--- src/rtl/alu_nibble_seq_pkg.sv ---
// Shared encodings for the nibble-serial ALU sequencer: FSM states, op codes and
// the nibble-counter width helper.
package alu_nibble_seq_pkg;

    typedef enum logic [1:0] {
        ST_IDLE = 2'd0,
        ST_RUN  = 2'd1,
        ST_DONE = 2'd2
    } state_e;

    // Op[2]=0 selects the carry-chained arithmetic group, Op[2]=1 the logic group
    localparam logic [2:0] OP_ADD = 3'b000;
    localparam logic [2:0] OP_SUB = 3'b001;
    localparam logic [2:0] OP_INC = 3'b010;
    localparam logic [2:0] OP_DEC = 3'b011;
    localparam logic [2:0] OP_AND = 3'b100;
    localparam logic [2:0] OP_OR  = 3'b101;
    localparam logic [2:0] OP_XOR = 3'b110;
    localparam logic [2:0] OP_NOT = 3'b111;

    function automatic int unsigned cnt_width(input int unsigned n);
        if (n <= 1) begin
            return 1;
        end
        return $clog2(n);
    endfunction

endpackage

--- src/rtl/alu_nibble_seq_alu.sv ---
// Combinational 4-bit ALU slice. Arithmetic ops compute A + f(B) + c_in so the
// carry can be chained across slices; logic ops force carry to 0.
module alu (
    output logic [3:0] R,
    output logic       zero,
    output logic       carry,
    output logic       sign,
    input  logic [3:0] A,
    input  logic [3:0] B,
    input  logic       c_in,
    input  logic [2:0] Op
);

    logic [3:0] b_eff;
    logic [4:0] sum;

    always_comb begin
        b_eff = B;
        unique case (Op[1:0])
            2'b00: b_eff = B;
            2'b01: b_eff = ~B;
            2'b10: b_eff = 4'h0;
            2'b11: b_eff = 4'hF;
            default: b_eff = B;
        endcase
        sum = {1'b0, A} + {1'b0, b_eff} + {4'b0000, c_in};
    end

    always_comb begin
        R     = sum[3:0];
        carry = sum[4];
        if (Op[2]) begin
            carry = 1'b0;
            unique case (Op[1:0])
                2'b00: R = A & B;
                2'b01: R = A | B;
                2'b10: R = A ^ B;
                2'b11: R = ~A;
                default: R = A & B;
            endcase
        end
        zero = (R == 4'h0);
        sign = R[3];
    end

endmodule

--- src/rtl/alu_nibble_seq.sv ---
// Multi-cycle wide-word sequencer: runs the 4-bit ALU once per nibble, LSB first,
// chaining the carry, and registers the wide result and flags for the done cycle.
module alu_nibble_seq
    import alu_nibble_seq_pkg::*;
#(
    parameter int unsigned NIBBLES = 4
) (
    input  logic                   clk,
    input  logic                   reset,
    input  logic                   start,
    input  logic [4*NIBBLES-1:0]   A_w,
    input  logic [4*NIBBLES-1:0]   B_w,
    input  logic [2:0]             Op,
    input  logic                   c_in,
    output logic                   busy,
    output logic                   done,
    output logic [4*NIBBLES-1:0]   R_w,
    output logic                   zero,
    output logic                   carry,
    output logic                   sign
);

    localparam int unsigned W  = 4 * NIBBLES;
    localparam int unsigned CW = cnt_width(NIBBLES);
    localparam logic [CW-1:0] LastCnt = CW'(NIBBLES - 1);

    state_e         state_q, state_d;
    logic [CW-1:0]  cnt_q, cnt_d;
    logic [W-1:0]   a_q, a_d, b_q, b_d, r_q, r_d;
    logic [2:0]     op_q, op_d;
    logic           cin_q, cin_d, chain_q, chain_d;
    logic           zero_q, zero_d, carry_q, carry_d, sign_q, sign_d;

    logic [3:0]     a_nib, b_nib, alu_r;
    logic [W-1:0]   r_ins;
    logic           alu_carry, alu_zero, alu_sign;
    logic           unused_alu;

    assign unused_alu = alu_zero ^ alu_sign;

    always_comb begin
        a_nib = 4'h0;
        b_nib = 4'h0;
        for (int i = 0; i < int'(NIBBLES); i++) begin
            if (cnt_q == CW'(i)) begin
                a_nib = a_q[4*i +: 4];
                b_nib = b_q[4*i +: 4];
            end
        end
    end

    alu u_alu (
        .R     (alu_r),
        .zero  (alu_zero),
        .carry (alu_carry),
        .sign  (alu_sign),
        .A     (a_nib),
        .B     (b_nib),
        .c_in  (chain_q),
        .Op    (op_q)
    );

    // Result word with the current slice's nibble merged in
    always_comb begin
        r_ins = r_q;
        for (int i = 0; i < int'(NIBBLES); i++) begin
            if (cnt_q == CW'(i)) begin
                r_ins[4*i +: 4] = alu_r;
            end
        end
    end

    always_ff @(posedge clk or posedge reset) begin
        if (reset) begin
            state_q <= ST_IDLE;
        end else begin
            state_q <= state_d;
        end
    end

    always_comb begin
        state_d = state_q;
        unique case (state_q)
            ST_IDLE: if (start) state_d = ST_RUN;
            ST_RUN:  if (cnt_q == LastCnt) state_d = ST_DONE;
            ST_DONE: state_d = ST_IDLE;
            default: state_d = ST_IDLE;
        endcase
    end

    always_comb begin
        busy = (state_q == ST_RUN);
        done = (state_q == ST_DONE);
    end

    always_comb begin
        a_d     = a_q;
        b_d     = b_q;
        op_d    = op_q;
        cin_d   = cin_q;
        chain_d = chain_q;
        cnt_d   = cnt_q;
        r_d     = r_q;
        zero_d  = zero_q;
        carry_d = carry_q;
        sign_d  = sign_q;
        if (state_q == ST_IDLE && start) begin
            a_d     = A_w;
            b_d     = B_w;
            op_d    = Op;
            cin_d   = c_in;
            chain_d = c_in;
            cnt_d   = '0;
        end else if (state_q == ST_RUN) begin
            r_d     = r_ins;
            // Logic slices always restart from the latched carry-in
            chain_d = op_q[2] ? cin_q : alu_carry;
            cnt_d   = cnt_q + CW'(1);
            if (cnt_q == LastCnt) begin
                cnt_d   = cnt_q;
                zero_d  = (r_ins == '0);
                sign_d  = r_ins[W-1];
                carry_d = op_q[2] ? 1'b0 : alu_carry;
            end
        end
    end

    always_ff @(posedge clk or posedge reset) begin
        if (reset) begin
            a_q     <= '0;
            b_q     <= '0;
            op_q    <= '0;
            cin_q   <= 1'b0;
            chain_q <= 1'b0;
            cnt_q   <= '0;
            r_q     <= '0;
            zero_q  <= 1'b0;
            carry_q <= 1'b0;
            sign_q  <= 1'b0;
        end else begin
            a_q     <= a_d;
            b_q     <= b_d;
            op_q    <= op_d;
            cin_q   <= cin_d;
            chain_q <= chain_d;
            cnt_q   <= cnt_d;
            r_q     <= r_d;
            zero_q  <= zero_d;
            carry_q <= carry_d;
            sign_q  <= sign_d;
        end
    end

    assign R_w   = r_q;
    assign zero  = zero_q;
    assign carry = carry_q;
    assign sign  = sign_q;

endmodule

--- config.mk ---
export PLATFORM = sky130hd
export DESIGN_NAME = alu_nibble_seq
export DESIGN_NICKNAME = d
export VERILOG_FILES = /design/src/rtl/alu_nibble_seq_pkg.sv /design/src/rtl/alu_nibble_seq_alu.sv /design/src/rtl/alu_nibble_seq.sv
export SDC_FILE = /design/constraint.sdc
export NUM_CORES = 1
export LEC_CHECK = 0
export CORE_AREA = 5 5 89 91
export CTS_BUF_LIST = sky130_fd_sc_hd__clkbuf_4 sky130_fd_sc_hd__clkbuf_8 sky130_fd_sc_hd__clkbuf_16
export DETAILED_ROUTE_END_ITERATION = 10
export DIE_AREA = 0 0 94 96
export DONT_BUFFER_PORTS = 1
export HOLD_SLACK_MARGIN = 0.03
export PLACE_DENSITY = 0.73
export SYNTH_ARGS = -nofsm -noshare
export SYNTH_HDL_FRONTEND = slang
export SYNTH_HIERARCHICAL = 1
export SYNTH_SLANG_ARGS = --single-unit
--- constraint.sdc ---
create_clock -name clk -period 4.06 [get_ports clk]
set_input_delay 0.406 -clock clk [delete_from_list [all_inputs] [get_ports clk]]
set_output_delay 0.406 -clock clk [all_outputs]
set_load 0.05 [all_outputs]
==> results of run 1 <==
==> stage by stage <==
stage                     util (%)  hold WS, ps  cell area (um^2)  TNS, ps  setup slack [ps]
after detailed placement      46.7          351              3290        0              98.4
final                         49.8          216              3520        0               188
after floorplan                  -          473              3180        0               296
after CTS                     49.3          195              3480        0              89.5
after global routing          49.8          194              3520    -16.5             -16.5
after global placement        46.7          340              3290        0               254
==> final timing paths <==
check                          from        to  slack (ps)  depth (start not counted)
min in group asynchronous     reset    R_w[3]         560                          2
min                          A_w[9]    a_q[9]         220                          1
max reg2reg                cnt_q[0]      zero         190                         14
max                        cnt_q[0]      zero         190                         14
min reg2reg                 b_q[10]   b_q[10]         510                          1
max in group asynchronous     reset  cnt_q[1]        2620                          3
==> state kept, by name, summed over array words and instances (netlist names) <==
| name | flops |
|---|---|
| chain_q | 1 |
| b_q | 16 |
| cnt_q | 2 |
| zero | 1 |
| cin_q | 1 |
| state_q | 2 |
| a_q | 16 |
| op_q | 3 |
| sign | 1 |
| carry | 1 |
| R_w | 16 |
==> per-layer routing <==
layer	up-vias	share of wire, %	track usage (%)
met4	2	1.8	6.26
li1	924	-	-
met2	41	50	25.2
met3	13	5.3	6.02
met1	992	42	18.6
met5	-	0.17	0
==> worst max-delay path, cell delays in order (launching register included) <==
cell and delay [ps]:
dfrtp_1 410, inv_1 130, ha_1 370, a221oi_1 110, o31ai_2 320, nand2b_1 110
xnor2_1 150, fa_1 430, fa_2 360, xor2_1 170, nor2_1 80, a21oi_1 100
or3b_2 510, a222oi_1 370, a31o_1 200
==> cell usage in the layout, fill, tap and decap left out, types with 3 or more instances in the layout <==
cell type and n:
buf_4 10, o31ai_2 5, dfrtp_1 60, ha_1 16, xnor2_1 5, clkbuf_8 11
o31ai_1 3, o21ai_0 4, inv_1 17, mux2_2 55, nand2_1 16, nor2b_1 11
a221oi_1 7, mux2i_1 3, a21oi_1 4, nor2_1 6, nand2b_1 5
==> final cells by class <==
class	instances	share of cell area [%]
Inverter	18	1.92
Clock buffer	13	4.73
Timing Repair Buffer	11	2.42
Tap cell	99	3.52
Sequential cell	60	42.7
Multi-Input combinational cell	166	44.4
Clock inverter	2	0.285
==> what timing repair did <==
| action | 4_1_cts | 5_1_grt |
|---|---|---|
| setup buffers | 0 | 1 |
| setup endpoints to repair | 0 | 1 |
| hold buffers | 1 | 0 |
| endpoints found under the hold margin | 22 | 0 |
| gates resized for setup | 0 | 8 |
==> flow_summary.json, run 1 <==
{
  "totalWireLength_mm": 6.48,
  "synth_area_per_cell_um2": 12.3,
  "cts_max_level": 3,
  "final.period_utilization_pct": 95.4,
  "wl_per_cell_um": 17.6,
  "drtAntennaViolNets": 0,
  "antenna_found_initial": 1,
  "drt-initial-drc-count": 99,
  "cts.sinks": 60,
  "syn-num-nets": 316,
  "grt_max_degree": 40,
  "drt_first_pass_iters": 5,
  "hpwl_mm": 4.93,
  "grt_pass1_vias": 2055,
  "placed_cells": 352,
  "num_rows": 31,
  "synthToLayoutAreaGrowth_pct": 10.7,
  "vias_per_cell": 5.34,
  "slew_viol_final": 0,
  "worstPathRequired_ps": 4330,
  "drc": 0,
  "core_mm2": 0.00706,
  "track_usage_pct": 15.5,
  "cap_violations": 0,
  "setup_viol": 0,
  "cp_data_arrival_time_ps": 4140,
  "die_h_um": 96,
  "place_congestion": 0.789,
  "grt_overflow_total": 0,
  "pin_count": 60,
  "initial_core_util_pct": 45.0,
  "die_w_um": 94,
  "diodes": 0,
  "synthCells": 258,
  "worst_skew_pair.late_latency_ps": 340,
  "status": "finished clean",
  "path_max_fanout": 10,
  "cts.clk_slew.worst_paths_ps": 60,
  "grt_pass1_wl_mm": 10.5,
  "hold_violations": 0,
  "end_kind": "flip-flop",
  "stdcell_count": 369,
  "fmax_mhz": 258,
  "cts_tree": "yes",
  "holdCritPathClass": "input pin to flip-flop",
  "clockBufferDepth": 2,
  "finClkSkew_ps": 7.56,
  "regArea_mm2": 0.00150,
  "max-slew-margin-rel_pct": 33.4,
  "startpoint_type": "flip-flop",
  "n_fill_cell": 649,
  "period_minus_slack_ps": 3870,
  "path_class": "flip-flop to flip-flop",
  "port_buffers": 0,
  "worst_pin_slew_ps": 996,
  "nets": 324,
  "vias": 1972,
  "root_buffer": "clkbuf_8",
  "syn_area_mm2": 0.00318,
  "die_area_mm2": 0.00902,
  "cts_buffers": 9,
  "yosys_warnings": 6,
  "multi_input_area_mm2": 0.00156,
  "drive_gt1_share_pct": 34.8
}
Power of run 1 is left out: the tool's default activity adds up to more than one toggle a clock period on the data nets, which glitch-free logic cannot reach.
==> run 2: changes to the inputs <==
--- a/config.mk
+++ b/config.mk
@@ -10,8 +10,8 @@
 export DETAILED_ROUTE_END_ITERATION = 10
 export DIE_AREA = 0 0 94 96
 export DONT_BUFFER_PORTS = 1
-export HOLD_SLACK_MARGIN = 0.03
 export PLACE_DENSITY = 0.73
+export REMOVE_ABC_BUFFERS = 1
 export SYNTH_ARGS = -nofsm -noshare
 export SYNTH_HDL_FRONTEND = slang
 export SYNTH_HIERARCHICAL = 1
==> flow_summary.json, run 2 (same netlist as run 1, synthesis figures left out) <==
{
  "totalWireLength_mm": 6.34,
  "cts.sinks": 60,
  "post_cts_buffers": 0,
  "core_mm2": 0.00706,
  "wl_per_cell_um": 17.2,
  "max-slew-margin-rel_pct": 34.9,
  "mostFrequentLayoutCells": "dfrtp_1 (60), mux2_2 (55), inv_1 (17), ha_1 (17), nand2_1 (16)",
  "finClkSkew_ps": 7.69,
  "vias": 1944,
  "drive_gt1_share_pct": 33.0,
  "pin_count": 60,
  "reg2reg_slack_ps": 200,
  "die_w_um": 94,
  "fmax_mhz": 259,
  "hpwl_mm": 4.70,
  "max_stage_delay_ps": 500,
  "hold_violations": 0,
  "grt_pass1_wl_mm": 10.6,
  "cts_buffers": 9,
  "grt_pass1_vias": 2096,
  "dp_slack_ps": 184,
  "cts.repair.resized": 0,
  "cap_violations": 0,
  "place_congestion": 0.790,
  "path_class": "flip-flop to flip-flop",
  "cts_tree": "yes",
  "grt_max_degree": 61,
  "cp_slowest_cell": "o31ai_1",
  "n_fill_cell": 634,
  "initial_core_util_pct": 45.0,
  "root_buffer": "clkbuf_8",
  "status": "finished clean",
  "clockBufferDepth": 2,
  "track_usage_pct": 15.5,
  "synthToLayoutAreaGrowth_pct": 11.1,
  "end_kind": "flip-flop",
  "placed_cells": 353,
  "diodes": 0,
  "path_delay_family": "compound AO/OA/AOI/OAI gates",
  "worst_skew_pair.late_latency_ps": 330,
  "cp_data_arrival_time_ps": 4130,
  "drt-initial-drc-count": 72,
  "holdCritPathClass": "input pin to async pin",
  "path_max_fanout": 6,
  "port_buffers": 0,
  "rr_startpoint": "cnt_q[1]",
  "r2r_end": "zero",
  "grt_overflow_total": 0,
  "period_minus_slack_ps": 3860,
  "final.period_utilization_pct": 95.1,
  "tns_ps": 0,
  "path_cells": "inv_1, ha_1, nor2b_1, buf_4, a221oi_1, o31ai_1, inv_1, ha_1, mux4_2, mux2_2, or3b_1, a222oi_1, a31o_1",
  "setup_slack_ps": 200,
  "cts_max_level": 3,
  "die_h_um": 96,
  "num_rows": 31,
  "drtAntennaViolNets": 0,
  "worstPathRequired_ps": 4330,
  "hold_buffers": 0,
  "rsz0062_at_grt": "no",
  "cp_num_buf_inv": 3,
  "worst_pin_slew_ps": 975,
  "drc": 0,
  "multi_input_area_mm2": 0.00154,
  "reg2reg_depth": 13,
  "nets": 323,
  "antenna_found_initial": 0,
  "vias_per_cell": 5.27,
  "slew_viol_final": 0,
  "cts.clk_slew.worst_paths_ps": 70,
  "die_area_mm2": 0.00902,
  "stdcell_count": 369,
  "startpoint_type": "flip-flop",
  "regArea_mm2": 0.00150,
  "setup_viol": 0,
  "drt_first_pass_iters": 5,
  "final_common_cell": "dfrtp_1"
}
==> run 2: cell count changes in the layout (fill, tap and decap cells not counted) <==
| cell | delta |
|---|---|
| ha_2 | -1 |
| clkinv_2 | -1 |
| o31ai_1 | +4 |
| clkinvlp_4 | +1 |
| dlygate4sd3_1 | -1 |
| clkbuf_8 | -1 |
| fa_2 | -1 |
| ha_1 | +1 |
| bufinv_16 | +2 |
| o31ai_2 | -4 |
| fa_1 | +1 |
==> run 2: layer usage <==
metal | track usage [%] | vias to the layer above | routed length, um
met5 | 0 | - | 0
met4 | 6.86 | 0 | 144
met3 | 6.18 | 15 | 489
met2 | 24.8 | 54 | 3010
met1 | 18.5 | 957 | 2700
li1 | - | 918 | -
==> run 2: metrics by stage <==
step,hold WS [ps],instance area (um^2),util (%)
final,168,3530,50.0
after global routing,200,3530,50.0
after CTS,177,3530,49.9
after detailed placement,497,3300,46.8
after global placement,494,3300,46.8
after floorplan,473,3100,-
==> run 2: layout make-up <==
class	instances	share of cell area, %
Multi-Input combinational cell	166	43.6
Sequential cell	60	42.5
Clock buffer	12	4.32
Tap cell	99	3.51
Timing Repair Buffer	10	2.13
Clock inverter	4	2.06
Inverter	18	1.91
==> run 2: worst max path at each step <==
stage | start | endpoint | slack, ps | cells after the start
2_1_floorplan | cnt_q[1] | zero | 240 | 15
3_3_place_gp | cnt_q[0] | zero | 300 | 14
3_5_place_dp | cnt_q[0] | zero | 180 | 14
4_1_cts | cnt_q[1] | zero | 170 | 15
5_1_grt | cnt_q[0] | zero | 7 | 13
6_report | cnt_q[1] | zero | 200 | 13
Power of run 2 is left out for the same reason.
